===== config.mk =====
export PLATFORM = sky130hd
export DESIGN_NAME = piso6_tx
export DESIGN_NICKNAME = d
export VERILOG_FILES = /design/src/rtl/piso6_tx.sv
export SDC_FILE = /design/constraint.sdc
export NUM_CORES = 1
export LEC_CHECK = 0
export CAP_MARGIN = 20
export CORE_MARGIN = 8
export CORE_UTILIZATION = 40
export CTS_CLUSTER_SIZE = 24
export DETAILED_ROUTE_END_ITERATION = 8
export GPL_TIMING_DRIVEN = 1
export PLACE_DENSITY_LB_ADDON = 0.08
export SLEW_MARGIN = 20
export SYNTH_ARGS = -nofsm -noshare
export SYNTH_HDL_FRONTEND = slang
export SYNTH_SLANG_ARGS = --single-unit

===== constraint.sdc =====
create_clock -name clk -period 2.85 [get_ports clk]
set_input_delay 0.7125 -clock clk [delete_from_list [all_inputs] [get_ports clk]]
set_output_delay 0.7125 -clock clk [all_outputs]
set_load 0.1 [all_outputs]

===== src/rtl/piso6_tx.sv =====
// Parallel-in/serial-out transmitter: loads a WIDTH-bit word over valid/ready and
// streams it out one bit per accepted beat. Optional even-parity beat: PISO6_PARITY_EN.
module piso6_tx #(
  parameter int WIDTH     = 6,
  parameter bit LSB_FIRST = 1'b1
) (
  input  logic             clk,
  input  logic             rst,
  input  logic             load_valid,
  input  logic [WIDTH-1:0] load_data,
  output logic             load_ready,
  input  logic             ser_ready,
  output logic             ser_valid,
  output logic             ser_out,
  output logic             ser_first,
  output logic             ser_last,
  output logic             busy
);

`ifdef PISO6_PARITY_EN
  localparam int FW = WIDTH + 1;
`else
  localparam int FW = WIDTH;
`endif
  localparam int CW = $clog2(WIDTH + 1);
  localparam logic [CW-1:0] LAST_CNT = CW'(FW - 1);

  typedef enum logic {IDLE, SHIFT} state_t;

  state_t        state_q, state_d;
  logic [FW-1:0] sh_q, sh_d, load_word;
  logic [CW-1:0] cnt_q, cnt_d;
  logic          valid_q, valid_d;
  logic          first_q, first_d;
  logic          last_q, last_d;
  logic          accept, beat;

  // Parity rides in the shift register as the final bit, so it drains like data.
  always_comb begin
`ifdef PISO6_PARITY_EN
    if (LSB_FIRST) load_word = {^load_data, load_data};
    else           load_word = {load_data, ^load_data};
`else
    load_word = load_data;
`endif
  end

  assign load_ready = (state_q == IDLE) && rst;
  assign busy       = (state_q == SHIFT);
  assign ser_valid  = valid_q;
  assign ser_first  = first_q;
  assign ser_last   = last_q;
  assign ser_out    = LSB_FIRST ? sh_q[0] : sh_q[FW-1];

  assign accept = load_valid && load_ready;
  assign beat   = valid_q && ser_ready;

  always_comb begin
    state_d = state_q;
    sh_d    = sh_q;
    cnt_d   = cnt_q;
    valid_d = valid_q;
    first_d = first_q;
    last_d  = last_q;
    case (state_q)
      IDLE: begin
        if (accept) begin
          state_d = SHIFT;
          sh_d    = load_word;
          cnt_d   = '0;
          valid_d = 1'b1;
          first_d = 1'b1;
          last_d  = 1'b0;
        end
      end
      SHIFT: begin
        if (beat) begin
          if (LSB_FIRST) sh_d = {1'b0, sh_q[FW-1:1]};
          else           sh_d = {sh_q[FW-2:0], 1'b0};
          first_d = 1'b0;
          if (last_q) begin
            state_d = IDLE;
            valid_d = 1'b0;
            cnt_d   = '0;
            last_d  = 1'b0;
          end else begin
            cnt_d  = cnt_q + CW'(1);
            last_d = ((cnt_q + CW'(1)) == LAST_CNT);
          end
        end
      end
      default: state_d = IDLE;
    endcase
  end

  always_ff @(posedge clk or negedge rst) begin
    if (!rst) begin
      state_q <= IDLE;
      sh_q    <= '0;
      cnt_q   <= '0;
      valid_q <= 1'b0;
      first_q <= 1'b0;
      last_q  <= 1'b0;
    end else begin
      state_q <= state_d;
      sh_q    <= sh_d;
      cnt_q   <= cnt_d;
      valid_q <= valid_d;
      first_q <= first_d;
      last_q  <= last_d;
    end
  end

endmodule


==> impl_metrics.py, run 1 <==
metrics = {
    "clock_tree": {
        "post_cts_resized": 0,
        "clock_tree_from_tritoncts": "done",
        "tritoncts_num_sinks": 13,
        "cts-htree-levels": 1,
        "clock-root-buffer": "sky130_fd_sc_hd__clkbuf_4",
        "worst_setup_hold_path_clk_slew_ns": 0.07,
        "tritoncts.num_buffers": 3,
        "cts.hold.buffers_added": 0,
        "clock_latency_ns": 0.28,
        "post-cts-setup-buffer-count": 0,
        "clk_path_buf_depth": 2,
    },
    "floorplan": {
        "design.core.area_um2": 1650,
        "die_ar_um2": 3250,
        "boundary_pins": 16,
        "chipHeight_um": 57.0,
        "floorplan.rows": 15,
        "fp.dieW_um": 57.0,
        "start_util_pct": 40.7,
    },
    "global_route": {
        "number_of_global_route_vias_before_repair": 528,
        "grt_usage_pct": 9.00,
        "maximum_number_of_pins_on_one_net_before_global_route_repair": 18,
        "grt_pass1_wl_um": 2340,
        "overflow": 0,
        "grt_antenna_before_repair": 0,
    },
    "route": {
        "drt.antenna.violating_nets": 0,
        "detail_route.wirelength_um": 1280,
        "drtPass1Iterations": 3,
        "drcViolationCount": 0,
        "vias_per_cell": 5.08,
        "drtIter0Drc": 3,
        "avgRoutedWirePerCell_um": 13.2,
        "num_vias": 493,
    },
    "synthesis": {
        "syn-num-nets": 73,
        "synth.area.top_cells": "sky130_fd_sc_hd__dfrtp_1 48%, sky130_fd_sc_hd__mux2_2 15%, sky130_fd_sc_hd__ha_1 3.7%",
        "synthesis.area_per_instance_um2": 11.0,
        "synth_area_um2": 672,
        "yosys_register_bits": 13,
        "yosysUniqueCellTypes": 23,
        "post_synth_inst_count": 61,
        "ys_seq_area_share_pct": 48.4,
        "post-synth-top-area-cell": "sky130_fd_sc_hd__dfrtp_1",
        "synthesis.yosys.warnings": 0,
        "synth-edff-count": 0,
        "ffs_w_async_s_r_synth_pct": 100,
        "synth_ff_type": "sky130_fd_sc_hd__dfrtp_1",
        "post-synth-top-area-fraction_pct": 48.4,
    },
    "placed_design": {
        "routabilityCongestion": 0.723,
        "portBuffers": 15,
        "detailedPlacementHpwl_um": 960,
        "dpl-instance-area_um2": 842,
    },
    "layout": {
        "flow.area_growth_from_synthesis_pct": 29.2,
        "insertedDiodeCount": 0,
        "layout.cells.most_common_list": "13 x sky130_fd_sc_hd__dfrtp_1, 9 x sky130_fd_sc_hd__mux2_2, 9 x sky130_fd_sc_hd__clkdlybuf4s50_1",
        "num-fill-cells": 168,
        "mostFrequentLayoutCell": "sky130_fd_sc_hd__dfrtp_1",
        "final_nets": 93,
        "post_route_cells_drive_above_1_share_pct": 28.7,
        "design_area_um2": 868,
    },
    "worst_setup_path": {
        "crit_family": "buffers and inverters",
        "worstSetupPathType": "in2out",
        "cp-end-kind": "output port",
        "cp-startpoint": "rst",
        "critPathSlowestCell": "sky130_fd_sc_hd__clkdlybuf4s50_1",
        "crit_path_cell_trace": "clkdlybuf4s50_1 > nor2b_2 > buf_12",
        "worstPathMaxFanout": 3,
        "start_kind": "primary input",
        "r2r-start": "busy",
        "crit_required_ns": 2.14,
        "worstPathBufferInverterCount": 2,
        "worst-endpoint-arrival_ns": 1.60,
        "cp_slowest_stage_delay_ns": 0.50,
    },
    "sta": {
        "timing_worst_slew_pin_value_ns": 0.281,
        "maxSlewViolCount": 0,
        "achievable-frequency_ghz": 0.433,
        "unrepaired_setup_endpoints_after_global_routing": "false",
        "final.period_utilization_pct": 81.1,
        "clk_skew_ns": 0.00942,
        "final.min_clock_period_ns": 2.31,
        "setup_tns_ns": 0,
        "relSlewSlack_pct": 81.4,
        "final_hold_viol_count": 0,
        "setup_viol_count_final": 0,
    },
    "job": {
        "maxCapViolations": 0,
    },
    "min_path": {
        "hold_path_startpoint": "sh_q[3]",
        "worst_hold_check_path_type": "reg2reg",
    },
    "power": {
        "p_leak_nw": 0.390,
        "ir_drop_mv": 0.578,
        "powerDensity_nw_per_um2": 825,
    },
    "run_status": {
        "run_status": "finished, final reports clean",
    },
}
registers in the layout, indices dropped and copies added, names as in the netlist:
| name | cells |
|---|---|
| ser_first | 1 |
| ser_valid | 1 |
| cnt_q | 3 |
| sh_q | 6 |
| ser_last | 1 |
| busy | 1 |
path summary, 6_finish.rpt:
path | endpoint | slack (ns) | cells past startpoint
worst max-delay path | load_ready | 0.54 | 3
worst min-delay path | sh_q[3] | 0.51 | 1
worst max register to register | sh_q[2] | 1.46 | 4
worst min register to register | sh_q[3] | 0.51 | 1
max in group asynchronous | cnt_q[0] | 1.86 | 2
min in group asynchronous | busy | 0.81 | 2
routing by layer:
layer / track usage (%) / part of all wire, % / vias up
met2: 12.9 / 42 / 14
li1: - / - / 253
met3: 5.32 / 9.0 / 2
met4: 4.03 / 1.2 / 0
met5: 0 / 0 / -
met1: 10.5 / 47 / 224
worst reg2reg max path, cell delays in order (launching register included):
cell,delay [ns]
sky130_fd_sc_hd__dfrtp_1,0.38
sky130_fd_sc_hd__buf_4,0.24
sky130_fd_sc_hd__nand3_1,0.15
sky130_fd_sc_hd__o21ai_4,0.14
sky130_fd_sc_hd__mux2_2,0.37
cells in the mapped netlist (2+ instances only):
cell / n
sky130_fd_sc_hd__mux2i_1: 2
sky130_fd_sc_hd__inv_1: 4
sky130_fd_sc_hd__o21ai_0: 3
sky130_fd_sc_hd__nand3_1: 2
sky130_fd_sc_hd__nand2_1: 6
sky130_fd_sc_hd__a21oi_1: 4
sky130_fd_sc_hd__o22ai_1: 2
sky130_fd_sc_hd__dfrtp_1: 13
sky130_fd_sc_hd__o211ai_1: 2
sky130_fd_sc_hd__ha_1: 2
sky130_fd_sc_hd__mux2_2: 9
logic make-up (layout without fill, tap and decap cells):
kind of cell	Yosys count	in the layout	share of synthesized area, %
fa+ha+maj	2	2	3.72
xor+xnor	1	1	1.30
buf+inv	6	25	4.65
flops	13	13	48.4
simple gates	15	15	11.2
mux	11	11	18.1
compound gates	13	13	12.7
cell type report:
cell class | count | area, um2 | area share, %
inverter | 4 | 15.0 | 1.73
multi-input combinational | 42 | 318 | 36.6
tap | 17 | 21.3 | 2.45
timing repair buffer | 17 | 163 | 18.7
sequential | 13 | 325 | 37.5
clock buffer | 4 | 26.3 | 3.03
metrics by stage:
step / power (mW) / hold WS, ns / cells / setup WS [ns] / util (%)
final: 0.716 / 0.506 / 97 / 0.539 / 52.6
after global routing: 0.767 / 0.524 / 97 / 0.483 / 52.6
after CTS: 0.730 / 0.513 / 97 / 0.529 / 52.6
after detailed placement: 0.612 / 0.495 / 93 / 0.533 / 51.0
after global placement: 0.607 / 0.483 / 93 / 0.542 / 51.0
after floorplan: 0.534 / 0.417 / 61 / 0.132 / -
power by group:
part | switching [mW] | internal [mW]
Combinational | 0.201 | 0.113
Sequential | 0.0386 | 0.249
Clock | 0.0598 | 0.0542
Total | 0.299 | 0.417
Power figures use the tool's default switching activity.
==> run 2, diff against run 1 <==
==> constraint.sdc (replaced) <==
create_clock -name clk -period 2.2 [get_ports clk]
set_input_delay 0.55 -clock clk [delete_from_list [all_inputs] [get_ports clk]]
set_output_delay 0.55 -clock clk [all_outputs]
set_load 0.1 [all_outputs]
==> run 2 against run 1 <==
Against the previous run: critical path depth unchanged; die area unchanged; critical path type unchanged; first-iteration DRC count increased by 33%; final area increased by 1.3%.
==> impl_metrics.py, run 2 (synthesis results as in run 1) <==
metrics = {
    "sta": {
        "clk_skew_ns": 0.00345,
        "maxSlewViolCount": 0,
        "final.period_utilization_pct": 89.8,
        "relSlewSlack_pct": 72.4,
        "timing_worst_slew_pin_value_ns": 0.414,
        "unrepaired_setup_endpoints_after_global_routing": "false",
        "achievable-frequency_ghz": 0.506,
        "hold_ws_ns": 0.510,
        "final.min_clock_period_ns": 1.98,
        "setup_viol_count_final": 0,
        "setup_tns_ns": 0,
        "final_hold_viol_count": 0,
    },
    "global_route": {
        "number_of_global_route_vias_before_repair": 501,
        "grt_antenna_before_repair": 0,
        "overflow": 0,
        "grt_pass1_wl_um": 2170,
        "grt_usage_pct": 8.15,
        "maximum_number_of_pins_on_one_net_before_global_route_repair": 20,
    },
    "min_path": {
        "worst_hold_check_path_type": "reg2reg",
        "hold_depth": 1,
    },
    "layout": {
        "largest_registers": "sh_q x6, cnt_q x3",
        "mostFrequentLayoutCell": "sky130_fd_sc_hd__dfrtp_1",
        "final_nets": 92,
        "insertedDiodeCount": 0,
        "regMostFlops": "sh_q",
        "post_route_cells_drive_above_1_share_pct": 29.1,
        "largest_register_ffs": 6,
        "layoutNonFillerInstCount": 96,
        "flow.area_growth_from_synthesis_pct": 30.9,
        "design_area_um2": 880,
        "register_area_um2": 327,
        "num-fill-cells": 175,
        "multiInputGateArea_um2": 323,
        "layout.cells.most_common_list": "12 x sky130_fd_sc_hd__dfrtp_1, 9 x sky130_fd_sc_hd__mux2_2, 9 x sky130_fd_sc_hd__clkdlybuf4s50_1",
    },
    "worst_setup_path": {
        "worstPathMaxFanout": 3,
        "start_kind": "primary input",
        "crit_required_ns": 1.65,
        "critPathSlowestCell": "sky130_fd_sc_hd__clkdlybuf4s50_1",
        "reg2reg_setup_slack_ns": 0.73,
        "worst-endpoint-arrival_ns": 1.43,
        "cp_slowest_stage_delay_ns": 0.52,
        "worstSetupPathType": "in2out",
        "crit_path_cell_trace": "clkdlybuf4s50_1 > nor2b_4 > buf_12",
        "r2r.worst_path.cells": 3,
        "cp-end-kind": "output port",
        "cp-startpoint": "rst",
        "r2r-start": "busy",
        "r2r-end": "sh_q[0]",
        "crit_end": "load_ready",
    },
    "floorplan": {
        "chipHeight_um": 57.0,
        "fp.dieW_um": 57.0,
        "start_util_pct": 40.7,
        "design.core.area_um2": 1650,
        "floorplan.rows": 15,
        "die_ar_um2": 3250,
        "boundary_pins": 16,
    },
    "clock_tree": {
        "post-cts-setup-buffer-count": 0,
        "clock-root-buffer": "sky130_fd_sc_hd__clkbuf_4",
        "tritoncts.num_buffers": 3,
        "post_cts_resized": 0,
        "cts.hold.buffers_added": 0,
        "cts-htree-levels": 1,
        "clk_path_buf_depth": 2,
        "tritoncts_num_sinks": 13,
        "clock_tree_from_tritoncts": "done",
        "worst_setup_hold_path_clk_slew_ns": 0.08,
        "clock_latency_ns": 0.27,
    },
    "route": {
        "detail_route.wirelength_um": 1230,
        "num_vias": 502,
        "vias_per_cell": 5.23,
        "drcViolationCount": 0,
        "avgRoutedWirePerCell_um": 12.8,
        "drtPass1Iterations": 3,
        "drtIter0Drc": 4,
        "drt.antenna.violating_nets": 0,
    },
    "placed_design": {
        "detailedPlacementHpwl_um": 939,
        "dpl-instance-area_um2": 853,
        "portBuffers": 15,
        "routabilityCongestion": 0.669,
        "placed_cells": 92,
    },
    "power": {
        "powerDensity_nw_per_um2": 1050,
        "p_leak_nw": 0.396,
        "ir_drop_mv": 0.590,
        "totalPowerFinal_mw": 0.923,
    },
    "job": {
        "maxCapViolations": 0,
    },
    "run_status": {
        "run_status": "finished, final reports clean",
    },
}
-- run 2: report_power, final --
group,switching [mW],internal (mW)
sequential,0.0474,0.323
combinational,0.260,0.147
clock,0.0755,0.0701
-- run 2: worst min-delay path by stage --
stage | startpoint | to | slack (ns)
floorplan | rst | busy | 0.25
global placement | sh_q[1] | sh_q[1] | 0.49
detailed placement | sh_q[2] | sh_q[2] | 0.49
CTS | sh_q[2] | sh_q[2] | 0.51
global route | sh_q[0] | sh_q[0] | 0.53
finish | sh_q[1] | sh_q[1] | 0.51
-- run 2: routing by layer --
metal | part of all wire [%] | GRT usage [%] | vias up | wire length [um]
met1 | 47 | 10.2 | 239 | 575
met2 | 45 | 11.9 | 12 | 556
met3 | 7.3 | 3.77 | 2 | 90
met4 | 0.97 | 3.02 | 0 | 12
li1 | - | - | 249 | -
met5 | 0 | 0 | - | 0
-- run 2: stage by stage --
step                      setup slack, ns  util [%]
final                               0.225      53.3
after global routing                0.196      53.3
after detailed placement            0.219      51.7
after CTS                           0.214      53.3
after global placement              0.219      51.7
after floorplan                     0.164         -
-- run 2: cell type report --
class	instances	share of cell area, %
flip-flops and latches	13	37.1
multi-input cells	42	36.7
inverters	4	1.71
well taps	17	2.42
repair buffers	16	19.1
clock buffers	4	2.99
-- run 2: worst max-delay path: cells and delay by family --
family | cells | cell delay [ns]
buf+inv | 2 | 0.70
simple gates | 1 | 0.18
